[config.mk]
export PLATFORM = sky130hd
export DESIGN_NAME = hazard_ctrl_flat
export DESIGN_NICKNAME = d
export VERILOG_FILES = /design/src/rtl/hazard_if.sv /design/src/rtl/hazard_ctrl.sv /design/src/flat_wrapper.sv
export SDC_FILE = /design/constraint.sdc
export NUM_CORES = 1
export LEC_CHECK = 0
export CAP_MARGIN = 20
export CORE_MARGIN = 2
export CORE_UTILIZATION = 47
export CTS_BUF_LIST = sky130_fd_sc_hd__clkbuf_8
export CTS_CLUSTER_SIZE = 25
export DETAILED_ROUTE_END_ITERATION = 6
export GPL_TIMING_DRIVEN = 0
export PLACE_DENSITY = 0.9
export SYNTH_ARGS = -nofsm -noshare
export SYNTH_HDL_FRONTEND = slang
export SYNTH_SLANG_ARGS = --single-unit
export TNS_END_PERCENT = 5
[constraint.sdc]
create_clock -name clk -period 2.3 [get_ports clk]
set_input_delay 0.575 -clock clk [delete_from_list [all_inputs] [get_ports clk]]
set_output_delay 0.575 -clock clk [all_outputs]
set_load 0.05 [all_outputs]
[src/rtl/hazard_if.sv]
// hazard_if: pipeline-to-hazard-controller signal bundle
interface hazard_if #(
  parameter int REG_AW = 4,
  parameter int CNT_W  = 16
);
  logic [REG_AW-1:0] id_rs;
  logic [REG_AW-1:0] id_rt;
  logic [REG_AW-1:0] ex_rd;
  logic              id_rs_used;
  logic              id_rt_used;
  logic              ex_regwrite;
  logic              ex_memtoreg;
  logic              br_taken;
  logic              id_halt;
  logic              imem_busy;
  logic              dmem_busy;
  logic              pc_we;
  logic              ifid_we;
  logic              exmem_we;
  logic              memwb_we;
  logic              ifid_flush;
  logic              idex_bubble;
  logic              halted;
  logic [CNT_W-1:0]  stall_cnt;
  modport master (
    output id_rs, id_rt, ex_rd, id_rs_used, id_rt_used, ex_regwrite, ex_memtoreg,
           br_taken, id_halt, imem_busy, dmem_busy,
    input  pc_we, ifid_we, exmem_we, memwb_we, ifid_flush, idex_bubble, halted, stall_cnt
  );
  modport slave (
    input  id_rs, id_rt, ex_rd, id_rs_used, id_rt_used, ex_regwrite, ex_memtoreg,
           br_taken, id_halt, imem_busy, dmem_busy,
    output pc_we, ifid_we, exmem_we, memwb_we, ifid_flush, idex_bubble, halted, stall_cnt
  );
endinterface

[src/rtl/hazard_ctrl.sv]
// hazard_ctrl: load-use stall, memory freeze, branch squash and halt drain for the 5-stage pipe
module hazard_ctrl #(
  parameter int REG_AW     = 4,
  parameter int HALT_DRAIN = 3,
  parameter int CNT_W      = 16
) (
  input  logic     clk,
  input  logic     rst_n,
  hazard_if.slave  hz
);
  localparam int DW = (HALT_DRAIN > 1) ? $clog2(HALT_DRAIN) : 1;
  typedef enum logic [1:0] {RUN, DRAIN, HALTED} state_t;
  state_t            state, state_n;
  logic [DW-1:0]     cnt, cnt_n;
  logic [CNT_W-1:0]  stall_q;
  logic              lu;
  assign lu = hz.ex_regwrite & hz.ex_memtoreg &
              ((hz.id_rs_used & (hz.id_rs == hz.ex_rd)) | (hz.id_rt_used & (hz.id_rt == hz.ex_rd)));
  assign hz.halted    = (state == HALTED);
  assign hz.stall_cnt = stall_q;
  // state, drain counter and saturating lost-fetch counter
  always_ff @(posedge clk or negedge rst_n) begin
    if (!rst_n) begin
      state   <= RUN;
      cnt     <= '0;
      stall_q <= '0;
    end else begin
      state   <= state_n;
      cnt     <= cnt_n;
      stall_q <= (state == RUN && !hz.pc_we && stall_q != '1) ? stall_q + 1'b1 : stall_q;
    end
  end
  // halt enters DRAIN only when no freeze, branch or load-use outranks it; drain pauses on dmem wait
  always_comb begin
    state_n = state;
    cnt_n   = cnt;
    if (state == RUN && !hz.dmem_busy && !hz.br_taken && !lu && hz.id_halt) begin
      state_n = DRAIN;
      cnt_n   = DW'(HALT_DRAIN - 1);
    end else if (state == DRAIN && !hz.dmem_busy) begin
      state_n = (cnt == '0) ? HALTED : DRAIN;
      cnt_n   = (cnt == '0) ? cnt : cnt - 1'b1;
    end
  end
  // stage controls: priority dmem_busy > br_taken > lu > id_halt > imem_busy while running
  always_comb begin
    hz.pc_we       = 1'b0;
    hz.ifid_we     = 1'b0;
    hz.exmem_we    = 1'b0;
    hz.memwb_we    = 1'b0;
    hz.ifid_flush  = 1'b0;
    hz.idex_bubble = 1'b0;
    if (rst_n && state == RUN && !hz.dmem_busy) begin
      hz.pc_we       = hz.br_taken | !(lu | hz.id_halt | hz.imem_busy);
      hz.ifid_we     = hz.br_taken | !lu;
      hz.exmem_we    = 1'b1;
      hz.memwb_we    = 1'b1;
      hz.ifid_flush  = hz.br_taken | (!lu & (hz.id_halt | hz.imem_busy));
      hz.idex_bubble = hz.br_taken | lu;
    end else if (rst_n && state == DRAIN) begin
      hz.ifid_we     = 1'b1;
      hz.exmem_we    = !hz.dmem_busy;
      hz.memwb_we    = !hz.dmem_busy;
      hz.ifid_flush  = 1'b1;
      hz.idex_bubble = 1'b1;
    end
  end
endmodule

[src/flat_wrapper.sv]
// flat-port wrapper written by rule: the top's interface ports become plain ports
module hazard_ctrl_flat 
#(
  parameter int REG_AW     = 4,
  parameter int HALT_DRAIN = 3,
  parameter int CNT_W      = 16
)
  (clk, rst_n, hz_id_rs, hz_id_rt, hz_ex_rd, hz_id_rs_used, hz_id_rt_used, hz_ex_regwrite, hz_ex_memtoreg, hz_br_taken, hz_id_halt, hz_imem_busy, hz_dmem_busy, hz_pc_we, hz_ifid_we, hz_exmem_we, hz_memwb_we, hz_ifid_flush, hz_idex_bubble, hz_halted, hz_stall_cnt);
  hazard_if #(.REG_AW(REG_AW), .CNT_W(CNT_W)) hz_i ();
  input  logic clk;
  input  logic rst_n;
  input wire logic [$bits(hz_i.id_rs)-1:0] hz_id_rs;
  input wire logic [$bits(hz_i.id_rt)-1:0] hz_id_rt;
  input wire logic [$bits(hz_i.ex_rd)-1:0] hz_ex_rd;
  input wire logic [$bits(hz_i.id_rs_used)-1:0] hz_id_rs_used;
  input wire logic [$bits(hz_i.id_rt_used)-1:0] hz_id_rt_used;
  input wire logic [$bits(hz_i.ex_regwrite)-1:0] hz_ex_regwrite;
  input wire logic [$bits(hz_i.ex_memtoreg)-1:0] hz_ex_memtoreg;
  input wire logic [$bits(hz_i.br_taken)-1:0] hz_br_taken;
  input wire logic [$bits(hz_i.id_halt)-1:0] hz_id_halt;
  input wire logic [$bits(hz_i.imem_busy)-1:0] hz_imem_busy;
  input wire logic [$bits(hz_i.dmem_busy)-1:0] hz_dmem_busy;
  output wire logic [$bits(hz_i.pc_we)-1:0] hz_pc_we;
  output wire logic [$bits(hz_i.ifid_we)-1:0] hz_ifid_we;
  output wire logic [$bits(hz_i.exmem_we)-1:0] hz_exmem_we;
  output wire logic [$bits(hz_i.memwb_we)-1:0] hz_memwb_we;
  output wire logic [$bits(hz_i.ifid_flush)-1:0] hz_ifid_flush;
  output wire logic [$bits(hz_i.idex_bubble)-1:0] hz_idex_bubble;
  output wire logic [$bits(hz_i.halted)-1:0] hz_halted;
  output wire logic [$bits(hz_i.stall_cnt)-1:0] hz_stall_cnt;
  assign hz_i.id_rs = hz_id_rs;
  assign hz_i.id_rt = hz_id_rt;
  assign hz_i.ex_rd = hz_ex_rd;
  assign hz_i.id_rs_used = hz_id_rs_used;
  assign hz_i.id_rt_used = hz_id_rt_used;
  assign hz_i.ex_regwrite = hz_ex_regwrite;
  assign hz_i.ex_memtoreg = hz_ex_memtoreg;
  assign hz_i.br_taken = hz_br_taken;
  assign hz_i.id_halt = hz_id_halt;
  assign hz_i.imem_busy = hz_imem_busy;
  assign hz_i.dmem_busy = hz_dmem_busy;
  assign hz_pc_we = hz_i.pc_we;
  assign hz_ifid_we = hz_i.ifid_we;
  assign hz_exmem_we = hz_i.exmem_we;
  assign hz_memwb_we = hz_i.memwb_we;
  assign hz_ifid_flush = hz_i.ifid_flush;
  assign hz_idex_bubble = hz_i.idex_bubble;
  assign hz_halted = hz_i.halted;
  assign hz_stall_cnt = hz_i.stall_cnt;
  hazard_ctrl #(.REG_AW(REG_AW), .HALT_DRAIN(HALT_DRAIN), .CNT_W(CNT_W)) u_core (.clk(clk), .rst_n(rst_n), .hz(hz_i));
endmodule
* Word level (Yosys, flattened, before mapping)
Index checks and enable logic that the tools add are counted.
** Storage, ports and cells
- Bits of input ports :: 22
- Word-level logic and storage cells :: 56
- Bits in registers :: 20
- Output and inout bits :: 23
** Cells by class
- $add $sub $neg :: 2
- Reduce and logical (&&, ||, !) cells :: 19
- Muxes and demuxes :: 13
- Eq/ne operators :: 6
- Bitwise operators :: 13
** Operators by type and width (count)
- $add 16x1->16 const B :: 1
- $ne 16x16->1 const B :: 1
- $mux 2 :: 6
- $logic_and 1x1->1 :: 10
- $eq 4x4->1 :: 2
- $or 1x1->1 :: 8
- $mux 1 :: 7
- $and 1x1->1 :: 5
- $logic_not 1->1 :: 5
- $logic_not 2->1 :: 2
- $eq 2x1->1 const B :: 1
- $eq 2x2->1 const B :: 1
- $ne 2x1->1 const B :: 1
- $reduce_and 2->1 :: 1
- $reduce_bool 2->1 :: 1
- $sub 2x1->2 const B :: 1

* Depth between registers and ports, before layout
- Depth in word-level cells :: 12
- Depth in mapped cells :: 7
- Gate-level depth less buffers :: 6

* Least setup slack after synthesis
No wires, ideal clock.
- Path kind :: input-to-output
- Start :: in rst_n
- End :: out hz_memwb_we
- Data required time :: 1725 ps
- Path buffers :: 1
- Stages :: 2
- Arrival :: 2268 ps
- Setup slack :: -543 ps
- Cells stage by stage :: nor3b_1 -> buf_4
** On the way
- Cells in the longest elaborated chain, start to end :: 3
- Elaborated cells on any way between the ends :: 5
- Classes of those cells :: 2 x mux; 3 x reduce/logical
** RTL lines
- start, declared :: line flat_wrapper.sv:11 : input logic rst_n;
- $logic_and 1x1->1 (on tied branches) :: line hazard_ctrl.sv:60, hazard_ctrl.sv:53
- $mux 1 or $logic_and 1x1->1 (tied branches) :: line hazard_ctrl.sv:60, hazard_ctrl.sv:53
- $mux 1 * :: line hazard_ctrl.sv:53 : if (rst_n && state == RUN && !hz.dmem_busy) begin
- end, declared :: line flat_wrapper.sv:26 : output wire logic [$bits(hz_i.memwb_we)-1:0] hz_memwb_we;
Every way passes the cells marked *; elsewhere a longest branch is shown, timed or not.

* Final worst setup path
- Start :: in hz_ex_rd[0]
- End :: out hz_idex_bubble
** On the way
- Cells in the longest elaborated chain, start to end :: 6
- Elaborated cells on any way between the ends :: 8
- Classes of those cells :: 2 x eq/ne; 1 x mux; 5 x bitwise
** RTL lines
- start, declared :: line flat_wrapper.sv:14 : input wire logic [$bits(hz_i.ex_rd)-1:0] hz_ex_rd;
- $eq 4x4->1 :: line hazard_ctrl.sv:18 : ((hz.id_rs_used & (hz.id_rs == hz.ex_rd)) | (hz.id_rt_used & (hz.id_rt == hz.ex_rd)));
- $and 1x1->1 :: line hazard_ctrl.sv:18
- $or 1x1->1 * :: line hazard_ctrl.sv:18
- $and 1x1->1 * :: line hazard_ctrl.sv:17 : assign lu = hz.ex_regwrite & hz.ex_memtoreg &
- $or 1x1->1 * :: line hazard_ctrl.sv:59 : hz.idex_bubble = hz.br_taken | lu;
- $mux 1 * :: line hazard_ctrl.sv:53
- end, declared :: line flat_wrapper.sv:28 : output wire logic [$bits(hz_i.idex_bubble)-1:0] hz_idex_bubble;
Marks and branches as above.

==> flow_summary.ini <==
[status]
outcome = finished with violations
failed_checks = negative setup slack

[logic_synthesis]
post_synth_inst_count = 136
synth.cell_area_mm2 = 0.00134
yosysSeqAreaShare_pct = 37.5
postSynth.topFlopCell = dfrtp_1
yosys.area_share.adder_pct = 1.87
synth.distinct_cells = 38
synthSimpleGateAreaFrac_pct = 20.0
total_nets_after_synthesis = 160
ys.warnings.count = 0
postSynth.asyncResetShare_pct = 100
synthMuxAreaShare_pct = 1.87
synth.avg_cell_area_um2 = 9.83
synth_top_family_by_area = simple AND/OR/NAND/NOR gates
synth_enable_flop_cells = 0
synth_xor_area_share_pct = 15.1
synth_compound_gate_area_share_pct = 18.8
yosys_register_bits = 20

[cts]
tritoncts.num_buffers = 3
cts_tree = done
cts_num_sinks = 20
cts-root-buf = clkbuf_8
clock_buffer_depth = 2
clk_pin_slew_ps = 70
cts_htree_levels = 1
holdBufCountCts = 0
clkLatencyLatePin_ps = 270

[setup_path]
critPathLaunchType = input pin
required_time_at_the_worst_slack_endpoint_ps = 1730
crit_arrival_ps = 1820
reg2reg_depth = 7
r2r_slack_ps = 340
crit-reg2reg-launch = u_core.state[1]
critical_path.max_fanout = 3
critical_path_class = in -> out
r2r_end = u_core.hz.stall_cnt[1]
timing.critical_path.to_type = output port

[die]
chipWidth_um = 57.3
vertical_die_dimension_um = 57.3
starting_density_of_the_core_pct = 48.9
rows = 19
floorplan.io_pins = 45
dieArea_mm2 = 0.00329
design.core.area_mm2 = 0.00273

[drt]
remaining_drc_errors = 0
drt-pass1-iter-count = 4
drtIter0Drc = 19
antenna_left = 0
num_vias = 1208
via_per_inst = 5.54
detail_route.wl_per_cell_um = 16.5
routed_wl_um = 3590

[job]
drv_cap = 0

[placed_design]
dpl_worst_slack_ps = -1940
hpwl_um = 2440
gpl.final_weighted_congestion = 0.866
port_buffers = 44

[hold_path]
worst_hold_path_type = in -> async

[timing]
slew_headroom_pct = 65.9
finalSetupViolCount = 4
finClkSkew_ps = 6.11
slew_at_the_pin_closest_to_its_max_slew_limit_ps = 509
unrepaired_setup_endpoints_after_global_routing = yes
share_of_the_cycle_needed_by_the_critical_path_after_routing_pct = 104
timing.setup.tns_ps = -213
achievable-frequency_mhz = 418
hold_violations = 0
final_worst_slack_ps = -93.8
report.final.slew_viol_count = 0
period_minus_slack_ps = 2390

[global_routing]
grt_util_all_layers_pct = 21.2
grt_first_pass_wirelength_um = 5390
grt_max_degree = 24
grt_antenna_before_repair = 0
grt.overflow.total = 0
first_global_vias = 1227

[power]
share_comb_of_total_power_pct = 59.7
leak_pwr_nw = 0.885
power.clock.fraction_pct = 10.9
net_sw_share_pct = 51.8
pwr_density_cell_mw_per_mm2 = 1220
net-switching-power_w = 0.00129
intPower_w = 0.00120
vdd_ir_drop_max_mv = 1.20
sequentialPowerShare_pct = 29.4

[final_layout]
drive_above_1_share_pct = 33.7
nets = 212
number_of_antenna_diodes = 0
core_utilization_of_the_finished_layout_pct = 74.6
syn_to_final_growth_pct = 52.7
[stage by stage]
step	hold slack, ps	power [W]	cells	area, um2
after floorplan	279	0.00169	136	1340
after global placement	475	0.00214	211	1820
after detailed placement	487	0.00219	211	1820
after CTS	272	0.00248	217	1900
after global routing	198	0.00262	218	2040
final	183	0.00250	218	2040
[cell families (layout without fill, tap and decap cells)]
group	count (synthesis)	count (layout)
simple gates	52	52
xor+xnor	23	23
buf+inv	12	63
compound gates	25	25
fa+ha+maj	2	2
flops	20	20
mux	2	2
[cell type report]
| cell class | count | area [um2] |
|---|---|---|
| plain buffers | 3 | 30.0 |
| clock buffers | 4 | 55.1 |
| fillers | 183 | 693 |
| inverters | 7 | 26.3 |
| multi-input cells | 104 | 925 |
| flip-flops and latches | 20 | 502 |
| well taps | 31 | 38.8 |
| repair buffers | 49 | 464 |
[layer usage]
layer / wire [um] / track usage (%)
met1: 1350 / 23.5
met2: 1940 / 38.8
met3: 263 / 4.76
met4: 39 / 8.64
met5: 0 / 0
[timing repair]
item	CTS	global route
pin swaps	6	20
gates resized for setup	51	67
setup buffers	3	4
setup endpoints to repair	22	8
[worst max-delay path, stage by stage]
cell and delay (ps):
buf_4 140, xor2_2 160, nor3_4 280, a22oi_2 120
a21oi_1 180, o21a_1 180, buf_6 170
[synth_stat cells (2+ instances only)]
| library cell | number | share of area (%) |
|---|---|---|
| nand4_1 | 7 | 3.3 |
| nor2b_1 | 2 | 0.94 |
| dfrtp_1 | 20 | 37 |
| nand3_1 | 6 | 2.2 |
| xor2_1 | 22 | 14 |
| nor2_1 | 8 | 2.2 |
| nand2_1 | 13 | 3.7 |
| inv_1 | 7 | 2.0 |
| a21oi_1 | 3 | 1.1 |
| a211oi_2 | 5 | 4.7 |
| a211oi_1 | 6 | 3.4 |
| ha_1 | 2 | 1.9 |
| and2_1 | 3 | 1.4 |
| and3_1 | 2 | 0.94 |
| nor3_1 | 6 | 2.2 |
| buf_6 | 2 | 1.7 |
[how the worst max path moves through the flow]
stage                            from             end  slack (ps)
final                     hz_ex_rd[0]  hz_idex_bubble         -90
after global routing      hz_ex_rd[3]  hz_idex_bubble        -120
after CTS                 hz_id_rt[2]  hz_idex_bubble        -450
after detailed placement        rst_n        hz_pc_we       -1940
after global placement          rst_n   hz_ifid_flush       -1850
after floorplan           hz_ex_rd[1]        hz_pc_we        -200
[power groups by stage]
stage | Clock [W] | Sequential, W | Combinational [W]
floorplan | 0 | 0.00114 | 0.000557
global placement | 0 | 0.000697 | 0.00145
detailed placement | 0 | 0.000715 | 0.00148
CTS | 0.000277 | 0.000713 | 0.00149
global route | 0.000285 | 0.000763 | 0.00158
finish | 0.000271 | 0.000734 | 0.00149
[cells in the final DEF (no fill, tap or decap), types with 2 or more instances in the layout]
cell type / Yosys / routed
nor2b_1: 2 / 2
xor2_1: 22 / 14
a211oi_1: 6 / 6
and2_1: 3 / 2
nand2_1: 13 / 13
dfrtp_1: 20 / 19
a21oi_1: 3 / 3
a211oi_2: 5 / 5
buf_6: 2 / 7
ha_1: 2 / 2
nor3_4: 0 / 3
nand3_1: 6 / 4
clkbuf_8: 0 / 4
dlymetal6s2s_1: 0 / 10
nor2_1: 8 / 8
nand3_2: 0 / 2
xor2_2: 0 / 7
and3_1: 2 / 2
clkbuf_2: 0 / 8
clkdlybuf4s50_1: 0 / 16
nor3_2: 0 / 2
inv_1: 7 / 7
buf_4: 1 / 10
nand4_1: 7 / 7
o21ai_4: 1 / 2
[state kept, by name (all words and copies together), names as in the netlist]
name	count
u_core.hz.stall_cnt	16
u_core.state	2
u_core.cnt	2
(Power assumes the default switching activity.)
